### src/rtl/mem_ctrl_pkg.sv
// Shared definitions for the memory request controller: region codes, funct3
// encodings, target-select masks and the output-stage state type.
package mem_ctrl_pkg;

   localparam logic [3:0] REGION_IO     = 4'h8;
   localparam logic [3:0] REGION_BIOS   = 4'h4;
   localparam logic [3:0] REGION_DMEM   = 4'h1;
   localparam logic [3:0] REGION_IMEM   = 4'h2;
   localparam logic [3:0] REGION_MIRROR = 4'h3;

   localparam logic [2:0] F3_B  = 3'b000;
   localparam logic [2:0] F3_H  = 3'b001;
   localparam logic [2:0] F3_W  = 3'b010;
   localparam logic [2:0] F3_BU = 3'b100;
   localparam logic [2:0] F3_HU = 3'b101;

   // mem_sel is {IMEM, DMEM, BIOS, IO}
   localparam logic [3:0] SEL_IO   = 4'b0001;
   localparam logic [3:0] SEL_BIOS = 4'b0010;
   localparam logic [3:0] SEL_DMEM = 4'b0100;
   localparam logic [3:0] SEL_IMEM = 4'b1000;

   typedef enum logic {
      ST_IDLE  = 1'b0,
      ST_ISSUE = 1'b1
   } out_state_t;

   // Stores only know B/H/W; loads additionally accept the unsigned variants.
   function automatic logic f3_supported(input logic is_store, input logic [2:0] f3);
      logic ok;
      ok = (f3 == F3_B) || (f3 == F3_H) || (f3 == F3_W);
      if (!is_store) begin
         ok = ok || (f3 == F3_BU) || (f3 == F3_HU);
      end
      return ok;
   endfunction

endpackage

### src/rtl/ld_meta_fifo.sv
// Small in-order FIFO holding {funct3, addr[1:0]} for each outstanding load,
// with show-ahead head data and an occupancy count.
module ld_meta_fifo
   import mem_ctrl_pkg::*;
#(
   parameter int DEPTH = 4,
   parameter int WIDTH = 5
) (
   input  logic                     clk,
   input  logic                     rst_n,
   input  logic                     i_push,
   input  logic [WIDTH-1:0]         i_push_data,
   input  logic                     i_pop,
   output logic [WIDTH-1:0]         o_head,
   output logic [$clog2(DEPTH):0]   o_count,
   output logic                     o_empty
);

   localparam int AW = $clog2(DEPTH);
   localparam int CW = AW + 1;

   logic [WIDTH-1:0] r_mem [DEPTH];
   logic [AW-1:0]    r_wr_ptr;
   logic [AW-1:0]    r_rd_ptr;
   logic [CW-1:0]    r_count;
   logic             w_do_push;
   logic             w_do_pop;

   assign w_do_pop  = i_pop && (r_count != '0);
   assign w_do_push = i_push && (r_count != CW'(DEPTH));

   always_ff @(posedge clk) begin
      if (w_do_push) begin
         r_mem[r_wr_ptr] <= i_push_data;
      end
   end

   // Pointers wrap naturally because DEPTH is a power of two.
   always_ff @(posedge clk or negedge rst_n) begin
      if (!rst_n) begin
         r_wr_ptr <= '0;
         r_rd_ptr <= '0;
         r_count  <= '0;
      end else begin
         if (w_do_push) begin
            r_wr_ptr <= r_wr_ptr + 1'b1;
         end
         if (w_do_pop) begin
            r_rd_ptr <= r_rd_ptr + 1'b1;
         end
         case ({w_do_push, w_do_pop})
            2'b10:   r_count <= r_count + 1'b1;
            2'b01:   r_count <= r_count - 1'b1;
            default: r_count <= r_count;
         endcase
      end
   end

   assign o_head  = r_mem[r_rd_ptr];
   assign o_count = r_count;
   assign o_empty = (r_count == '0);

endmodule

### src/rtl/mem_req_ctrl.sv
// Pipeline-to-memory request controller: decodes and legalises requests, drives
// a registered target handshake, and returns in-order, extended load data.
module mem_req_ctrl
   import mem_ctrl_pkg::*;
#(
   parameter int XLEN              = 32,
   parameter int MAX_OUT           = 4,
   parameter bit IMEM_WR_BIOS_ONLY = 1'b1
) (
   input  logic              clk,
   input  logic              rst_n,
   input  logic              i_req_valid,
   output logic              o_req_ready,
   input  logic              i_req_is_store,
   input  logic [2:0]        i_req_funct3,
   input  logic [XLEN-1:0]   i_req_addr,
   input  logic [XLEN-1:0]   i_req_wdata,
   input  logic [XLEN-1:0]   i_req_pc,
   output logic              o_mem_valid,
   input  logic              i_mem_ready,
   output logic [XLEN-1:0]   o_mem_addr,
   output logic [XLEN-1:0]   o_mem_wdata,
   output logic [XLEN/8-1:0] o_mem_we,
   output logic [3:0]        o_mem_sel,
   input  logic              i_mem_rsp_valid,
   input  logic [XLEN-1:0]   i_mem_rsp_data,
   output logic              o_ld_valid,
   output logic [XLEN-1:0]   o_ld_data,
   output logic              o_fault,
   output logic              o_stall,
   output logic              o_rsp_err
);

   localparam int BW = XLEN / 8;
   localparam int CW = $clog2(MAX_OUT) + 1;

   out_state_t        r_state;
   out_state_t        w_next_state;
   logic [XLEN-1:0]   r_mem_addr;
   logic [XLEN-1:0]   r_mem_wdata;
   logic [BW-1:0]     r_mem_we;
   logic [3:0]        r_mem_sel;
   logic              r_fault;
   logic              r_ld_valid;
   logic [XLEN-1:0]   r_ld_data;
   logic              r_rsp_err;

   logic [3:0]        w_region;
   logic [1:0]        w_offs;
   logic              w_imem_wr_ok;
   logic [3:0]        w_sel;
   logic              w_misaligned;
   logic              w_legal;
   logic [BW-1:0]     w_we;
   logic [XLEN-1:0]   w_wdata;
   logic              w_accept;
   logic              w_issue;
   logic              w_push;
   logic              w_pop;
   logic [4:0]        w_head;
   logic [CW-1:0]     w_count;
   logic              w_fifo_empty;
   logic [7:0]        w_byte;
   logic [15:0]       w_half;
   logic [XLEN-1:0]   w_ld_ext;
   logic              w_unused_pc;

   assign w_unused_pc = ^{i_req_pc[XLEN-1:31], i_req_pc[29:0]};

   // Target selection and legality; an empty select means unmapped.
   always_comb begin
      w_region     = i_req_addr[31:28];
      w_offs       = i_req_addr[1:0];
      w_imem_wr_ok = !IMEM_WR_BIOS_ONLY || i_req_pc[30];
      w_sel        = '0;
      if (i_req_is_store) begin
         case (w_region)
            REGION_IO:     w_sel = SEL_IO;
            REGION_DMEM:   w_sel = SEL_DMEM;
            REGION_IMEM:   w_sel = w_imem_wr_ok ? SEL_IMEM : 4'b0000;
            REGION_MIRROR: w_sel = SEL_DMEM | (w_imem_wr_ok ? SEL_IMEM : 4'b0000);
            default:       w_sel = '0;
         endcase
      end else begin
         case (w_region)
            REGION_IO:     w_sel = SEL_IO;
            REGION_BIOS:   w_sel = SEL_BIOS;
            REGION_DMEM:   w_sel = SEL_DMEM;
            REGION_MIRROR: w_sel = SEL_DMEM;
            default:       w_sel = '0;
         endcase
      end
      w_misaligned = ((i_req_funct3[1:0] == 2'b01) && w_offs[0])
                   || ((i_req_funct3[1:0] == 2'b10) && (w_offs != 2'b00));
      w_legal      = (w_sel != 4'b0000) && !w_misaligned
                   && f3_supported(i_req_is_store, i_req_funct3);
   end

   always_comb begin
      w_we    = '0;
      w_wdata = i_req_wdata;
      if (i_req_is_store) begin
         case (i_req_funct3)
            F3_B: begin
               w_we    = {{(BW-1){1'b0}}, 1'b1} << w_offs;
               w_wdata = {BW{i_req_wdata[7:0]}};
            end
            F3_H: begin
               w_we    = {{(BW-2){1'b0}}, 2'b11} << w_offs;
               w_wdata = {(XLEN/16){i_req_wdata[15:0]}};
            end
            default: w_we = '1;
         endcase
      end
   end

   assign o_req_ready = (!o_mem_valid || i_mem_ready) && (w_count < CW'(MAX_OUT));
   assign o_stall     = i_req_valid && !o_req_ready;
   assign w_accept    = i_req_valid && o_req_ready;
   assign w_issue     = w_accept && w_legal;
   assign w_push      = w_issue && !i_req_is_store;
   assign w_pop       = i_mem_rsp_valid && !w_fifo_empty;

   always_ff @(posedge clk or negedge rst_n) begin
      if (!rst_n) begin
         r_state <= ST_IDLE;
      end else begin
         r_state <= w_next_state;
      end
   end

   always_comb begin
      w_next_state = r_state;
      case (r_state)
         ST_IDLE:  if (w_issue) w_next_state = ST_ISSUE;
         ST_ISSUE: if (i_mem_ready && !w_issue) w_next_state = ST_IDLE;
         default:  w_next_state = ST_IDLE;
      endcase
   end

   always_comb begin
      o_mem_valid = (r_state == ST_ISSUE);
   end

   // Payload is captured on issue and cleared once the target takes it.
   always_ff @(posedge clk or negedge rst_n) begin
      if (!rst_n) begin
         r_mem_addr  <= '0;
         r_mem_wdata <= '0;
         r_mem_we    <= '0;
         r_mem_sel   <= '0;
      end else if (w_issue) begin
         r_mem_addr  <= {i_req_addr[XLEN-1:2], 2'b00};
         r_mem_wdata <= w_wdata;
         r_mem_we    <= w_we;
         r_mem_sel   <= w_sel;
      end else if (o_mem_valid && i_mem_ready) begin
         r_mem_we    <= '0;
         r_mem_sel   <= '0;
      end
   end

   ld_meta_fifo #(
      .DEPTH (MAX_OUT),
      .WIDTH (5)
   ) u_fifo (
      .clk         (clk),
      .rst_n       (rst_n),
      .i_push      (w_push),
      .i_push_data ({i_req_funct3, w_offs}),
      .i_pop       (w_pop),
      .o_head      (w_head),
      .o_count     (w_count),
      .o_empty     (w_fifo_empty)
   );

   always_comb begin
      w_byte = i_mem_rsp_data[{w_head[1:0], 3'b000} +: 8];
      w_half = i_mem_rsp_data[{w_head[1], 4'b0000} +: 16];
      case (w_head[4:2])
         F3_B:    w_ld_ext = {{(XLEN-8){w_byte[7]}}, w_byte};
         F3_BU:   w_ld_ext = {{(XLEN-8){1'b0}}, w_byte};
         F3_H:    w_ld_ext = {{(XLEN-16){w_half[15]}}, w_half};
         F3_HU:   w_ld_ext = {{(XLEN-16){1'b0}}, w_half};
         default: w_ld_ext = i_mem_rsp_data;
      endcase
   end

   // Responses with nothing outstanding are dropped and latched as an error.
   always_ff @(posedge clk or negedge rst_n) begin
      if (!rst_n) begin
         r_fault    <= 1'b0;
         r_ld_valid <= 1'b0;
         r_ld_data  <= '0;
         r_rsp_err  <= 1'b0;
      end else begin
         r_fault    <= w_accept && !w_legal;
         r_ld_valid <= w_pop;
         if (w_pop) begin
            r_ld_data <= w_ld_ext;
         end
         if (i_mem_rsp_valid && w_fifo_empty) begin
            r_rsp_err <= 1'b1;
         end
      end
   end

   assign o_mem_addr  = r_mem_addr;
   assign o_mem_wdata = r_mem_wdata;
   assign o_mem_we    = r_mem_we;
   assign o_mem_sel   = r_mem_sel;
   assign o_fault     = r_fault;
   assign o_ld_valid  = r_ld_valid;
   assign o_ld_data   = r_ld_data;
   assign o_rsp_err   = r_rsp_err;

endmodule
### config.mk
export PLATFORM = sky130hd
export DESIGN_NAME = mem_req_ctrl
export DESIGN_NICKNAME = d
export VERILOG_FILES = /design/src/rtl/mem_ctrl_pkg.sv /design/src/rtl/ld_meta_fifo.sv /design/src/rtl/mem_req_ctrl.sv
export SDC_FILE = /design/constraint.sdc
export NUM_CORES = 1
export LEC_CHECK = 0
export ABC_AREA = 1
export CORE_ASPECT_RATIO = 0.5
export CORE_MARGIN = 10
export CORE_UTILIZATION = 35
export DETAILED_ROUTE_END_ITERATION = 12
export HOLD_SLACK_MARGIN = 0.1
export PLACE_DENSITY = 0.74
export SYNTH_ARGS = -nofsm -noshare
export SYNTH_HDL_FRONTEND = slang
export SYNTH_SLANG_ARGS = --single-unit
### constraint.sdc
create_clock -name clk -period 2.43 [get_ports clk]
set_clock_uncertainty 0.1 [all_clocks]
set_input_delay 0.3645 -clock clk [delete_from_list [all_inputs] [get_ports clk]]
set_output_delay 0.3645 -clock clk [all_outputs]
set_load 0.01 [all_outputs]
==> metrics.md, run 1 <==
| Metric | Value |
|---|---|
| YS warnings | `0` |
| Layout Nets | `~1200` |
| Hold violation count in the final report | `0` |
| Post-synth top cells | `nand2_1, dfrtp_1, inv_1` |
| Routed wire length | `roughly 22000 um` |
| CTS tree | `yes` |
| Distinct cells, synth | `40` |
| RSZ-0062 raised after global routing | `no` |
| Routed len/inst | `about 16 um` |
| Vias in the first global route | `~6500` |
| First-pass GRT wire length | `35000 um` |
| DR pass1 iterations | `4` |
| Ys async rst share | `0.850` |
| Row cnt | `36` |
| Leakage | `~4.8 nW` |
| TritonCTS Buffers | `17` |
| Layout cells sized above 1 | `0.142` |
| I/O Buffers | `~210` |
| HP Start | `i_req_addr[30]` |
| Clock Sink Count | `about 130` |
| FILL cells | `~1700` |
| GRT overflow | `0` |
| Largest area contributor in the netlist | `dfrtp_1` |
| Peak VDD IR | `between 0.0005 and 0.0006 V` |
| Cell family with most CP delay | `buffers and inverters` |
| IO Count | `247` |
| Startpoint types | `primary input` |
| Vias per cell | `4.65` |
| DRC errors left | `0` |
| Worst Setup SP | `i_mem_ready` |
| Synthesized area | `slightly below 0.007 mm2` |
| Ant diodes | `0` |
| CP peak stage delay | `0.56 ns` |
| Status | `complete, no violations` |
| Worst hold path type | `primary input to register` |
| Die H | `between 100 and 150 um` |
| Pwr/cell area | `1180 mW/mm2` |
| Vias | `between 6000 and 7000` |
| Top-count cell post-synth | `nand2_1` |
| Worst path arrival time | `about 1.9 ns` |
| MaxCap Viol Count | `0` |
| Slowest-stage cell, CP | `clkdlybuf4s50_1` |
| Required time of the critical path | `about 2.0 ns` |
| CP cell instances | `clkdlybuf4s50_1 > inv_1 > nand2_1 > nand2_1 > buf_4 > inv_1 > nor2_1 > clkdlybuf4s50_1` |
| Post-route insts no fill | `1324` |
| Initial antenna violation count | `0` |
| Worst skew pair latency | `0.41 ns` |
| Flops & latches, synth | `133` |
| Max Buffers Root-to-Sink | `2` |
| Die Wd | `roughly 220 um` |
| Top-area cell type share of the netlist area | `0.414` |
| Initial Utilization | `0.354` |
| Final period utilization | `0.950` |
| Slew Limit Fails | `0` |
| Setup bufs post-CTS | `0` |
| Worst slew margin | `0.594` |
| Slew @ Worst Pin | `around 0.61 ns` |
| Area grow syn2layout | `46.3%` |
| R2R Path Start | `u_fifo.r_rd_ptr[0]` |
| Final min period | `~2.3 ns` |
| First-iteration detailed-routing DRC count | `445` |
| Depth of the CTS H-tree | `4` |
| Core ar. | `0.0193 mm2` |
| GRT Total Usage | `0.168` |
| CP Capture Type | `output port` |
| Mapped Cells | `about 820` |
| Root buffer cell | `clkbuf_16` |
| Crit path buffers/inverters | `5` |
| Final setup violating endpoints | `0` |
| GPL Wtd Cong | `0.797` |
| Commonest register cell after synthesis | `dfrtp_1` |
| Crit path kind | `primary input to output port` |
| Die ar. | `roughly 0.026 mm2` |
| Critical Path Fanout Max | `2` |
| DRT antenna net count | `0` |
| Pin count of the biggest net entering global routing | `68` |
| Synth area leaders | `dfrtp_1, nand2_1, edfxtp_1, inv_1, nand3_1` |
| EDFF count, synth | `20` |
| CTS clk-pin slew, worst paths | `~0.060 ns` |
| Placed cells | `about 1300` |
| Detailed placement HPWL | `approximately 16000 um` |
| Fmax achieved | `about 0.43 GHz` |
| Mean post-synth cell area | `about 8.4 um2` |
| Post-synthesis sequential area ratio | `0.502` |
| Design Power | `around 12 mW` |
==> cell families after synthesis <==
family	after synthesis	synth area share
and+or+nand+nor	420	0.291
xor gates and xnor gates	5	0.00641
other	1	0.000549
adders and majority gates	6	0.0121
DFF	133	0.502
buffers and inverters	140	0.0946
AOI/OAI and AO/OA	111	0.0935
==> report_power, final <==
part / total, mW / internal, mW / leakage (nW) / switching (mW)
sequential: 3.63 / 3.12 / 1.60 / 0.501
combinational: 5.48 / 2.60 / 2.95 / 2.87
clock: 2.66 / 1.66 / 0.292 / 1.00
total: 11.8 / 7.39 / 4.84 / 4.38
==> layer usage <==
metal	vias up	global-route usage	share of wire
met5	-	0	0
met1	2955	0.196	0.41
met3	28	0.0382	0.041
met2	118	0.298	0.53
li1	3057	-	-
met4	0	0.0573	0.020
==> registers in the layout, indices dropped and copies added (netlist names) <==
name and flops:
o_mem_wdata 32, o_mem_addr 30, o_ld_valid 1, o_ld_data 32
u_fifo.r_wr_ptr 2, o_mem_valid 1, o_fault 1, u_fifo.o_count 3
o_mem_sel 4, o_mem_we 4, o_rsp_err 1, u_fifo.r_mem 20
u_fifo.r_rd_ptr 2
==> placed cells by master, fill, tap and decap left out, drive strengths merged, types with 8 or more instances in the layout <==
master,n
nor2,28
nand4,11
clkdlybuf4s50,208
dfrtp,113
inv,98
nand2,272
edfxtp,20
a21oi,21
clkbuf,21
or2,16
o21ai,78
buf,40
o22ai,8
nand3b,11
nand3,80
==> tightest hold or removal path, delay by kind of cell <==
kind,cells,cell delay (ns)
and+or+nand+nor,2,0.19
buffers and inverters,1,0.17
==> cell type report <==
class | instances | area (um2) | share of cell area
Sequential cell | 133 | 3430 | 0.343
Multi-Input combinational cell | 544 | 2790 | 0.279
Timing Repair Buffer | 253 | 2470 | 0.247
Clock buffer | 21 | 493 | 0.0493
Inverter | 97 | 369 | 0.0369
Tap cell | 266 | 333 | 0.0333
Clock inverter | 10 | 119 | 0.0119
==> metrics by stage <==
step                setup slack, ns  area [um2]  utilization  setup TNS (ns)  hold WS (ns)
finish                        0.120       10000        0.517               0         0.243
global route                0.00482       10000        0.517               0         0.255
CTS                           0.101        9980        0.517               0         0.371
detailed placement           -0.344        9360        0.485          -15.80         0.272
global placement             -0.250        9360        0.485          -10.59         0.269
floorplan                    0.0962        6840            -               0       -0.0311
==> what timing repair did <==
action | CTS | global route
hold buffers | 1 | 0
setup endpoints to repair | 0 | 39
endpoints found under the hold margin | 33 | 0
resized for setup | 0 | 6
==> final timing paths <==
kind,end,slack [ns],cells after the start
max in group asynchronous,o_mem_addr[26],1.18,3
min in group asynchronous,o_ld_data[22],0.36,2
min reg2reg,o_mem_addr[21],0.37,2
max reg2reg,o_ld_data[17],0.36,10
min,o_mem_addr[30],0.24,3
max,o_stall,0.12,8
Note: power is estimated with default switching activity, not from simulation.
==> run 2: changes to the inputs <==
- CORE_UTILIZATION: 35 -> 45
- PLACE_DENSITY: 0.74 -> 0.9
==> run 2 against run 1 <==
  * Register-to-register slack worse by 0.13 ns
  * Routed wire length grew 2.1%
  * Hold slack better by 0.014 ns
  * Sequential share of layout area grew 0.25 points
  * Clock-buffer cell count unchanged
  * Non-clock buffer count decreased by 2
  * Die area shrank 19%
  * Final cell count down 5.1%
  * Critical path type unchanged
  * Largest cell class unchanged
==> metrics.md, run 2 (synthesized netlist as in run 1, its figures left out) <==
| Metric | Value |
|---|---|
| Leakage | `4.83 nW (-0.11%)` |
| Worst skew pair latency | `0.41 ns (about the same)` |
| Routed len/inst | `17.6 um (+7.7%)` |
| Fmax achieved | `0.424 GHz (-2.0%)` |
| Layout cells sized above 1 | `0.140 (-0.00176)` |
| CTS clk-pin slew, worst paths | `0.06 ns (about the same)` |
| Area after DPL | `0.00928 mm2 (-0.94%)` |
| Initial Utilization | `0.466 (+0.112)` |
| CP endpoint | `o_req_ready` |
| Worst path arrival time | `1.89 ns (+0.04 ns)` |
| Die H | `107 um (-9.8%)` |
| GRT Total Usage | `0.206 (+0.0380)` |
| R2R Path Start | `u_fifo.r_rd_ptr[0]` |
| Vias | `6418 (+4.2%)` |
| Startpoint types | `primary input` |
| First-pass GRT wire length | `34900 um (-0.41%)` |
| Slew @ Worst Pin | `0.582 ns (-0.0265 ns)` |
| Depth of the CTS H-tree | `4 (unchanged)` |
| Status | `complete, no violations` |
| Flop2flop setup slack | `0.23 ns (-0.13 ns)` |
| GRT overflow | `0 (unchanged)` |
| Row cnt | `31 (-14%)` |
| Worst Setup SP | `i_mem_ready` |
| Core ar. | `0.0147 mm2 (-24%)` |
| Pin count of the biggest net entering global routing | `68 (unchanged)` |
| CP Capture Type | `output port` |
| First-iteration detailed-routing DRC count | `534 (+20%)` |
| TritonCTS Buffers | `17 (unchanged)` |
| Final min period | `2.36 ns (+0.0462 ns)` |
| Layout Nets | `1187 (-0.17%)` |
| Reg2reg path depth | `10 (unchanged)` |
| Routed wire length | `22100 um (+2.1%)` |
| Vias in the first global route | `6477 (+0.25%)` |
| Crit path kind | `primary input to output port` |
| Clock Sink Count | `133 (unchanged)` |
| Worst hold path type | `primary input to register` |
| Final period utilization | `0.969 (+0.0190)` |
| RSZ-0062 raised after global routing | `no` |
| Initial antenna violation count | `1 (+1)` |
| Die ar. | `0.0208 mm2 (-19%)` |
| Multi-input logic area | `0.00279 mm2 (about the same)` |
| Vias per cell | `5.11 (+9.9%)` |
| Area grow syn2layout | `45.2%` |
| DRC errors left | `0 (unchanged)` |
| MaxCap Viol Count | `0 (unchanged)` |
| DRT antenna net count | `0 (unchanged)` |
| Reg area | `0.00343 mm2 (unchanged)` |
| IO Count | `247 (unchanged)` |
| Critical Path Fanout Max | `2 (unchanged)` |
| Required time of the critical path | `1.97 ns (about the same)` |
| I/O Buffers | `213 (unchanged)` |
| Final instance area | `0.00992 mm2 (-0.73%)` |
| FILL cells | `1111 (-36%)` |
| Die Wd | `194 um (-11%)` |
| Reg-to-Reg End | `o_ld_data[31]` |
| Slew Limit Fails | `0 (unchanged)` |
| DR pass1 iterations | `5 (+1)` |
| Design Power | `11.9 mW (+1.3%)` |
| GPL Wtd Cong | `0.876 (+9.9%)` |
| Max Buffers Root-to-Sink | `2 (unchanged)` |
| Peak VDD IR | `0.000542 V (-8.4%)` |
| Hold violation count in the final report | `0 (unchanged)` |
| Root buffer cell | `clkbuf_16` |
| Placed cells | `1222 (-5.4%)` |
| Most common cell after layout, fill and taps aside | `nand2_1` |
| Post-route insts no fill | `1256 (-5.1%)` |
| Detailed placement HPWL | `16100 um (-1.3%)` |
| Worst slew margin | `0.612 (+0.0177)` |
| CTS tree | `yes` |
| HP Start | `i_req_addr[30]` |
| Final setup violating endpoints | `0 (unchanged)` |
| Hold Slack | `0.257 ns (+0.0140 ns)` |
| Min-Delay Path Depth | `3 (unchanged)` |
| Most frequent cells in the layout | `nand2_1, clkdlybuf4s50_1, dfrtp_1, inv_1, nand3_1` |
| Pwr/cell area | `1200 mW/mm2 (+2.0%)` |
-- run 2: cell types whose count changed in the layout (fill, tap and decap cells not counted), sizes merged --
cell | previous run | this run
clkdlybuf4s50 | 208 | 209
dlymetal6s2s | 4 | 3
inv | 98 | 97
clkinvlp | 3 | 4
bufinv | 2 | 3
diode | 0 | 1
buf | 40 | 38
-- run 2: routing by layer --
| metal | vias up | wire, um | global-route usage |
|---|---|---|---|
| li1 | 3058 | - | - |
| met1 | 3081 | 8680 | 0.232 |
| met2 | 230 | 11700 | 0.378 |
| met3 | 49 | 1130 | 0.0435 |
| met4 | 0 | 609 | 0.0797 |
| met5 | - | 0 | 0 |
-- run 2: per-stage QoR --
step / utilization / TNS [ns] / setup slack [ns]
floorplan: - / 0 / 0.0962
global placement: 0.633 / -6.67 / -0.208
detailed placement: 0.633 / -13.51 / -0.306
CTS: 0.676 / 0 / 0.0771
global route: 0.677 / 0 / 0.0169
finish: 0.677 / 0 / 0.0742
-- run 2: report_power, final --
group | total [mW] | switching [mW] | leakage (nW) | internal, mW
combinational | 5.53 | 2.93 | 2.94 | 2.60
clock | 2.73 | 0.998 | 0.296 | 1.73
sequential | 3.66 | 0.530 | 1.60 | 3.13
-- run 2: area by class of cell --
class	count	area share
diodes	1	0.000252
flip-flops and latches	133	0.345
repair buffers	251	0.248
clock buffers	21	0.0485
clock inverters	11	0.0149
multi-input cells	544	0.281
well taps	198	0.0250
inverters	97	0.0372
-- run 2: worst min-delay path by stage --
stage / endpoint / slack (ns)
after CTS: o_mem_wdata[19] / 0.31
after detailed placement: o_mem_wdata[19] / 0.20
after global routing: o_mem_addr[30] / 0.25
final: o_mem_addr[30] / 0.26
after global placement: o_mem_wdata[22] / 0.20
after floorplan: o_fault / -0.03
-- run 2: repair_timing --
action | in CTS | in global routing
hold buffers | 1 | 0
hold endpoints to repair | 23 | 0
gates resized for setup | 0 | 3
buffers inserted | 0 | 0
setup endpoints to repair | 0 | 2
-- run 2: critical path, cell delays in order --
cell and delay (ns):
clkdlybuf4s50_1 0.48, inv_1 0.04, nand2_1 0.07, nand2_1 0.10
buf_4 0.16, inv_1 0.10, clkdlybuf4s50_1 0.57
